===== src/rtl/bus_slave_responder.sv =====
// Slave-side bus endpoint: accepts one cs_/as_ request at a time, serves it
// from a local register bank after WAIT_CYCLES wait states, pulses rdy_.
//
// Ports:
//   clk       in   system clock, rising edge
//   reset_    in   asynchronous reset, active-low
//   cs_       in   chip select, active-low (high during wait aborts)
//   as_       in   address strobe, active-low, one cycle per request
//   rw        in   1 = read, 0 = write
//   addr      in   word address, low REG_IDX_W bits decoded
//   wr_data   in   write data, valid in the as_ cycle
//   rd_data   out  read data while rdy_ is low, else zero
//   rdy_      out  one-cycle active-low completion pulse
//   busy      out  high from cycle after accept through the rdy_ cycle
//   ctrl_out  out  continuous copy of register 0
module bus_slave_responder #(
    parameter int REG_NUM     = 8,
    parameter int REG_IDX_W   = 3,
    parameter int WAIT_CYCLES = 2
) (
    input  logic        clk,
    input  logic        reset_,
    input  logic        cs_,
    input  logic        as_,
    input  logic        rw,
    input  logic [29:0] addr,
    input  logic [31:0] wr_data,
    output logic [31:0] rd_data,
    output logic        rdy_,
    output logic        busy,
    output logic [31:0] ctrl_out
);

    typedef enum logic [1:0] {
        S_IDLE,
        S_WAIT,
        S_READY
    } state_t;

    state_t               state;
    logic [3:0]           cnt;
    logic [31:0]          regs [REG_NUM];
    logic                 lat_rw;
    logic [REG_IDX_W-1:0] lat_idx;
    logic [31:0]          lat_wd;

    logic                 req;
    logic                 go_rdy;
    logic                 src_rw;
    logic [REG_IDX_W-1:0] src_idx;
    logic [31:0]          src_wd;

    // Upper address bits alias onto the bank by design.
    logic unused_addr;
    assign unused_addr = ^addr[29:REG_IDX_W];

    assign ctrl_out = regs[0];

    // go_rdy marks the edge that enters READY. With zero wait states the
    // request is served straight from the bus, otherwise from the latch.
    always_comb begin
        req     = !cs_ && !as_;
        go_rdy  = 1'b0;
        src_rw  = lat_rw;
        src_idx = lat_idx;
        src_wd  = lat_wd;
        unique case (state)
            S_IDLE: begin
                go_rdy  = req && (WAIT_CYCLES == 0);
                src_rw  = rw;
                src_idx = addr[REG_IDX_W-1:0];
                src_wd  = wr_data;
            end
            S_WAIT:  go_rdy = !cs_ && (cnt == 4'd0);
            default: go_rdy = 1'b0;
        endcase
    end

    always_ff @(posedge clk or negedge reset_) begin
        if (!reset_) begin
            state   <= S_IDLE;
            cnt     <= 4'd0;
            rdy_    <= 1'b1;
            rd_data <= 32'h0;
            busy    <= 1'b0;
            lat_rw  <= 1'b0;
            lat_idx <= '0;
            lat_wd  <= 32'h0;
            for (int i = 0; i < REG_NUM; i++) begin
                regs[i] <= 32'h0;
            end
        end else if (go_rdy) begin
            state <= S_READY;
            rdy_  <= 1'b0;
            busy  <= 1'b1;
            cnt   <= 4'd0;
            if (src_rw) begin
                rd_data <= regs[src_idx];
            end else begin
                regs[src_idx] <= src_wd;
            end
        end else begin
            unique case (state)
                S_IDLE: begin
                    if (req) begin
                        lat_rw  <= rw;
                        lat_idx <= addr[REG_IDX_W-1:0];
                        lat_wd  <= wr_data;
                        busy    <= 1'b1;
                        state   <= S_WAIT;
                        cnt     <= 4'(WAIT_CYCLES - 1);
                    end
                end
                S_WAIT: begin
                    // Losing chip select abandons the request silently.
                    if (cs_) begin
                        state <= S_IDLE;
                        busy  <= 1'b0;
                        cnt   <= 4'd0;
                    end else begin
                        cnt <= cnt - 4'd1;
                    end
                end
                S_READY: begin
                    state   <= S_IDLE;
                    rdy_    <= 1'b1;
                    rd_data <= 32'h0;
                    busy    <= 1'b0;
                end
                default: state <= S_IDLE;
            endcase
        end
    end

endmodule


===== config.mk =====
export PLATFORM = sky130hd
export DESIGN_NAME = bus_slave_responder
export DESIGN_NICKNAME = d
export VERILOG_FILES = /design/src/rtl/bus_slave_responder.sv
export SDC_FILE = /design/constraint.sdc
export NUM_CORES = 1
export LEC_CHECK = 0
export ABC_AREA = 1
export ABC_CLOCK_PERIOD_IN_PS = 2000
export BUFFER_PORTS_ARGS = -buffer_cell sky130_fd_sc_hd__clkbuf_2
export CAP_MARGIN = 20
export CELL_PAD_IN_SITES_DETAIL_PLACEMENT = 1
export CELL_PAD_IN_SITES_GLOBAL_PLACEMENT = 1
export CORE_ASPECT_RATIO = 1.5
export CORE_MARGIN = 8
export CORE_UTILIZATION = 45
export DETAILED_ROUTE_END_ITERATION = 16
export HOLD_SLACK_MARGIN = 0.06
export PLACE_DENSITY = 0.78
export SLEW_MARGIN = 20
export SYNTH_ARGS = -nofsm -noshare
export SYNTH_HDL_FRONTEND = slang
export SYNTH_SLANG_ARGS = --single-unit

===== constraint.sdc =====
create_clock -name clk -period 2 [get_ports clk]
set_input_delay 0.4 -clock clk [delete_from_list [all_inputs] [get_ports clk]]
set_output_delay 0.4 -clock clk [all_outputs]
set_load 0.01 [all_outputs]

==> flow_summary.ini, run 1 <==
[status]
status = complete, no violations

[synthesis]
synthArstFlopShare_pct = 100
synth-seq-area-share_pct = 55.1
ys.flop_type = dfrtp_1
synth_seq_cells = 332
yosysWarningCount = 0
synthCells = 1857
synth_area_leader_cell = dfrtp_1
synth.top_cell.area_share_pct = 54.9
synth_most_common_cell = nand2_1
synth_area_mm2 = 0.0151
netlist_top_cells_area = dfrtp_1, nand2_1, o21ai_1
postSynthAreaPerCell_um2 = 8.13
syn-num-nets = 1925
synth_edf_count = 0
ys_types = 26
synth_common_cells = nand2_1, dfrtp_1, o21ai_1

[critical_path]
cpMaxStageDelayCell = dfrtp_2
critPathMaxStageDelay_ps = 450
crit_chain = inv_2 -> nand2_4 -> a21oi_2 -> nand2_4 -> nor2_8 -> nand2_4 -> buf_12 -> nand2_1 -> o21ai_1
end_kind = flip-flop
r2r_cells = 9
worst-path-max-fanout = 54
reg2reg_to = regs[21]$_DFFE_PN0P_
critPathMostFrequentCell = nand2_4
arrival_ps = 2280
crit_required_ps = 2370
reg2reg_slack_ps = 90
worstSetupStartpointType = flip-flop
r2r_start = state[0]$_DFFE_PN0P_
crit_type = flip-flop to flip-flop

[sta]
slew-limit-headroom_pct = 50.4
finalCritPeriodShare_pct = 95.5
finalCriticalPeriod_ps = 1910
slew_viol_final = 0
max_freq_ghz = 0.524
fin_setup_tns_ps = 0
hold_viol = 0
whs_ps = 127
max_slew.worst_pin.slew_ps = 739
fin_skew_ps = 18.0
setup_viol = 0

[route]
totalWireLength_mm = 46.7
postRouteAntennaNets = 0
wire_per_inst_um = 19.4
dr.pass1.iters = 5
vias = 13000
avgViaCountPerCell = 5.39
drc_errors = 0
drtIter0Drc = 740

[global_route]
track_usage_pct = 23.9
top_usage_layer = met2
met2_usage_pct = 41.3
grt_util_met3_pct = 3.08
antenna_found_initial = 0
gr-total-overflow = 0
gr-usage-met1_pct = 30.7
grt_pass1_wl_mm = 75.2
grt_max_degree = 61
grt_pass1_vias = 14000

[cells_and_area]
area_growth_syn_to_layout_pct = 18.5
stdcell_count = 2404
multi_input_area_mm2 = 0.00569
nNetsFinal = 2027
fin_util_pct = 53.8
fillers = 3996
diodes = 0
layout-drive-gt1-share_pct = 14.6
seqCellArea_mm2 = 0.00831

[die]
rows = 82
die_area_mm2 = 0.0398
core_mm2 = 0.0332
ios = 133
die_h_um = 240
start_util_pct = 45.4
dieWidth_um = 166

[pwr]
leakage_nw = 8.67
p_per_area_mw_per_mm2 = 1510
ir_worst_vdd_mv = 0.852

[min_path]
hp-start = wr_data[17]
whs_endpoint = lat_wd[17]$_DFFE_PN0P_
hold_depth = 3
hp-class = input port to flip-flop

[cts]
cts_root_buf = clkbuf_16
cts_buffers = 34
clock_sinks = 332
clockBufferDepth = 3
clk_latency_ps = 530
cts_tree = done
cts-htree-levels = 2
clk_pin_slew_ps = 70

[placed_design]
hpwl_mm = 29.3
place_congestion = 0.777
dp_cells = 2330
io_buffer_count = 105

[flow_run]
maxCapViolations = 0
through the flow:
step / instance area [µm²] / power [mW] / setup slack [ps]
floorplan: 15100 / 16.7 / 278
global placement: 16600 / 20.0 / 49.0
detailed placement: 16600 / 20.6 / -15.5
CTS: 17700 / 27.1 / 15.2
global route: 17900 / 28.9 / -2.50
finish: 17900 / 27.0 / 90.6
final cells by class:
| class | instances | share of cell area, % |
|---|---|---|
| Sequential cell | 332 | 46.5 |
| Clock inverter | 12 | 0.511 |
| Multi-Input combinational cell | 1285 | 31.8 |
| Inverter | 101 | 2.12 |
| Tap cell | 420 | 2.94 |
| Clock buffer | 49 | 5.58 |
| Timing Repair Buffer | 205 | 10.5 |
cells in the final DEF, fill, tap and decap left out:
master | netlist | layout
clkbuf_2 | 0 | 104
buf_4 | 32 | 48
nand2_2 | 4 | 1
nor2_8 | 2 | 2
nand2_1 | 704 | 704
buf_6 | 0 | 6
clkinv_2 | 0 | 9
dfrtp_1 | 331 | 329
inv_1 | 99 | 98
clkinvlp_4 | 0 | 1
inv_6 | 0 | 1
or2_2 | 1 | 1
nor3_1 | 1 | 1
dlygate4sd3_1 | 0 | 1
buf_8 | 0 | 1
o21ai_0 | 42 | 42
dfstp_2 | 1 | 1
nor2_4 | 3 | 7
a21oi_2 | 1 | 1
nand2_4 | 9 | 11
nor2_2 | 5 | 2
nand3_1 | 127 | 127
o21bai_1 | 14 | 14
bufinv_16 | 0 | 1
nor3b_1 | 2 | 2
inv_2 | 2 | 3
dfrtp_2 | 0 | 2
clkbuf_16 | 0 | 37
ha_1 | 1 | 1
nand2_8 | 0 | 1
o21ai_1 | 288 | 288
o211ai_1 | 1 | 1
clkbuf_8 | 0 | 7
nor2_1 | 60 | 60
buf_12 | 0 | 43
clkbuf_1 | 11 | 7
a21oi_1 | 19 | 19
per-layer routing:
metal	wire, µm	share of wire [%]	vias up
met5	0	0	-
met4	1120	2.4	0
met3	1950	4.2	77
met2	23500	50	258
met1	20100	43	6506
li1	-	-	6122
logic make-up (layout without fill, tap and decap cells):
group / after synthesis / after routing / synth area share, %
AO/OA/AOI/OAI: 365 / 365 / 12.4
adder cells (fa/ha/maj): 1 / 1 / 0.0829
buffers and inverters: 241 / 367 / 7.56
flip-flops: 332 / 332 / 55.1
AND/OR/NAND/NOR: 918 / 919 / 24.9
critical path: cells and delay by family (launching register included):
kind | cells | cell delay (ps)
AND/OR/NAND/NOR | 5 | 630
flip-flops | 1 | 450
buffers and inverters | 2 | 360
AO/OA/AOI/OAI | 2 | 300
sequential cells by signal (all words and copies together) (netlist names):
register and flops:
busy 1, cnt 4, ctrl_out 32, lat_idx 3, lat_rw 1, lat_wd 32, rd_data 32, rdy_ 1
regs 224, state 2
how the worst max path moves through the flow:
stage / from / to / slack [ps]
global route: state[1]$_DFFE_PN0P_ / regs[196]$_DFFE_PN0P_ / -3
finish: state[0]$_DFFE_PN0P_ / regs[21]$_DFFE_PN0P_ / 90
CTS: state[0]$_DFFE_PN0P_ / regs[119]$_DFFE_PN0P_ / 20
floorplan: cs_ / lat_wd[25]$_DFFE_PN0P_ / 280
detailed placement: state[1]$_DFFE_PN0P_ / ctrl_out[21]$_DFFE_PN0P_ / -20
global placement: state[1]$_DFFE_PN0P_ / regs[123]$_DFFE_PN0P_ / 50
power by group:
group / leakage, nW / total, mW / internal (mW) / switching (mW)
Clock: 0.544 / 6.28 / 3.61 / 2.67
Sequential: 4.48 / 11.2 / 9.52 / 1.67
Combinational: 3.65 / 9.59 / 3.74 / 5.85
Total: 8.67 / 27.0 / 16.9 / 10.2
timing repair:
action,4_1_cts,5_1_grt
setup buffers,1,7
cloned,0,4
hold endpoints to repair,41,0
gates resized for setup,3,6
endpoints found under the setup margin,85,144
pin swaps,1,7
hold buffers,1,0
No activity file was read; power rests on OpenSTA's default activity.
==> run 2, diff against run 1 <==
PLACE_DENSITY = default   (was 0.78)
PLACE_DENSITY_LB_ADDON = 0.2   (was default)
REMOVE_ABC_BUFFERS = 1   (was default)
==> flow_summary.ini, run 2 (same netlist as run 1, synthesis figures left out) <==
[critical_path]
r2r_cells = 11
reg2reg_to = regs[5]$_DFFE_PN0P_
worst-path-max-fanout = 34
crit_chain = inv_2 -> nand2_4 -> nor2_2 -> a21oi_4 -> nand2_4 -> buf_12 -> nor2_8 -> nand2_4 -> buf_12 -> nand2_1 -> o21ai_1
worstSetupStartpointType = flip-flop
critPathMaxStageDelay_ps = 470
end_kind = flip-flop
r2r_start = state[1]$_DFFE_PN0P_
critPathMostFrequentCell = nand2_4
arrival_ps = 2360
crit_required_ps = 2370
crit_type = flip-flop to flip-flop
reg2reg_slack_ps = 20
cpMaxStageDelayCell = dfrtp_2

[global_route]
antenna_found_initial = 0
grt_pass1_wl_mm = 73.2
grt_max_degree = 62
grt_pass1_vias = 13900
gr-total-overflow = 0
track_usage_pct = 23.0

[placed_design]
io_buffer_count = 105
place_congestion = 0.757
hpwl_mm = 28.4

[route]
drc_errors = 0
totalWireLength_mm = 48.5
postRouteAntennaNets = 0
vias = 13100
wire_per_inst_um = 20.2
avgViaCountPerCell = 5.45
dr.pass1.iters = 5
drtIter0Drc = 877

[sta]
finalCritPeriodShare_pct = 99.1
max_freq_ghz = 0.504
slew_viol_final = 0
fin_skew_ps = 22.7
rsz0062_at_grt = yes
finalCriticalPeriod_ps = 1980
setup_viol = 0
slew-limit-headroom_pct = 50.8
max_slew.worst_pin.slew_ps = 733
whs_ps = 136
hold_viol = 0

[pwr]
leakage_nw = 8.69
p_per_area_mw_per_mm2 = 1490
ir_worst_vdd_mv = 1.02

[status]
status = complete, no violations

[die]
dieWidth_um = 166
core_mm2 = 0.0332
die_area_mm2 = 0.0398
ios = 133
die_h_um = 240
rows = 82
start_util_pct = 45.4

[cells_and_area]
fillers = 4059
largest_reg_flops = 224
diodes = 0
largest-register = regs
layout-drive-gt1-share_pct = 16.0
final_common_cell = nand2_1
layout_common_cells = nand2_1, dfrtp_1, o21ai_1, nand3_1, clkbuf_2
area_growth_syn_to_layout_pct = 19.7
multi_input_area_mm2 = 0.00580
nNetsFinal = 2036
fin_util_pct = 54.3
seqCellArea_mm2 = 0.00831

[min_path]
hold_depth = 3
whs_endpoint = lat_wd[7]$_DFFE_PN0P_
hp-start = wr_data[7]
hp-class = input port to flip-flop

[cts]
clk_latency_ps = 530
cts_buffers = 35
clockBufferDepth = 3
cts_tree = done
cts-htree-levels = 2
clock_sinks = 332
clk_pin_slew_ps = 60
cts_root_buf = clkbuf_16

[flow_run]
maxCapViolations = 0
==> run 2: worst max-delay path by stage <==
stage	start	endpoint	slack (ps)	depth (start not counted)
global route	state[1]$_DFFE_PN0P_	regs[94]$_DFFE_PN0P_	-60	11
CTS	cnt[0]$_DFFE_PN0P_	rd_data[10]$_DFFE_PN0P_	10	11
finish	state[1]$_DFFE_PN0P_	regs[5]$_DFFE_PN0P_	20	11
floorplan	state[1]$_DFFE_PN0P_	ctrl_out[0]$_DFFE_PN0P_	-2150	7
global placement	state[1]$_DFFE_PN0P_	rd_data[10]$_DFFE_PN0P_	70	10
detailed placement	state[1]$_DFFE_PN0P_	rd_data[10]$_DFFE_PN0P_	-60	10
==> run 2: cell type report <==
type | instances | share of cell area, %
clock buffer | 45 | 5.17
clock inverter | 8 | 0.395
inverter | 101 | 2.11
multi-input combinational | 1284 | 32.1
sequential | 332 | 46.0
tap | 420 | 2.91
timing repair buffer | 214 | 11.3
==> run 2: repair_timing <==
action / 4_1_cts / 5_1_grt
hold buffers: 1 / 0
setup endpoints to repair: 42 / 135
cloned: 0 / 12
gates resized for setup: 1 / 45
endpoints found under the hold margin: 34 / 0
pin swaps: 1 / 15
setup buffers: 1 / 13
==> run 2: through the flow <==
| step | worst slack [ps] | total power, mW | std cells | instance area [µm²] | setup TNS, ps |
|---|---|---|---|---|---|
| floorplan | -2150 | 16.3 | 1717 | 14300 | -572000 |
| global placement | 70.4 | 19.5 | 2324 | 16400 | 0 |
| detailed placement | -56.2 | 20.2 | 2324 | 16400 | -187 |
| CTS | 13.6 | 26.4 | 2379 | 17500 | 0 |
| global route | -59.8 | 28.7 | 2404 | 18100 | -3880 |
| finish | 17.5 | 26.9 | 2404 | 18100 | 0 |
==> run 2: worst max-delay path, delay by kind of cell (launching register included) <==
kind	cells	cell delay [ps]
and+or+nand+nor	6	720
DFF	1	470
buffers and inverters	3	420
AOI/OAI and AO/OA	2	220
==> run 2: where the power goes <==
| part | switching (mW) | internal [mW] | total (mW) | leakage [nW] |
|---|---|---|---|---|
| combinational | 5.92 | 3.68 | 9.60 | 3.72 |
| sequential | 1.70 | 9.52 | 11.2 | 4.48 |
| clock | 2.65 | 3.40 | 6.05 | 0.493 |
| total | 10.3 | 16.6 | 26.9 | 8.69 |
==> run 2: metal layers <==
layer / up-vias / GRT usage, % / routed length, µm
met4: 0 / 5.56 / 1200
met5: - / 0 / 0
li1: 6145 / - / -
met2: 241 / 41.3 / 25000
met1: 6635 / 28.8 / 20600
met3: 79 / 2.78 / 1700
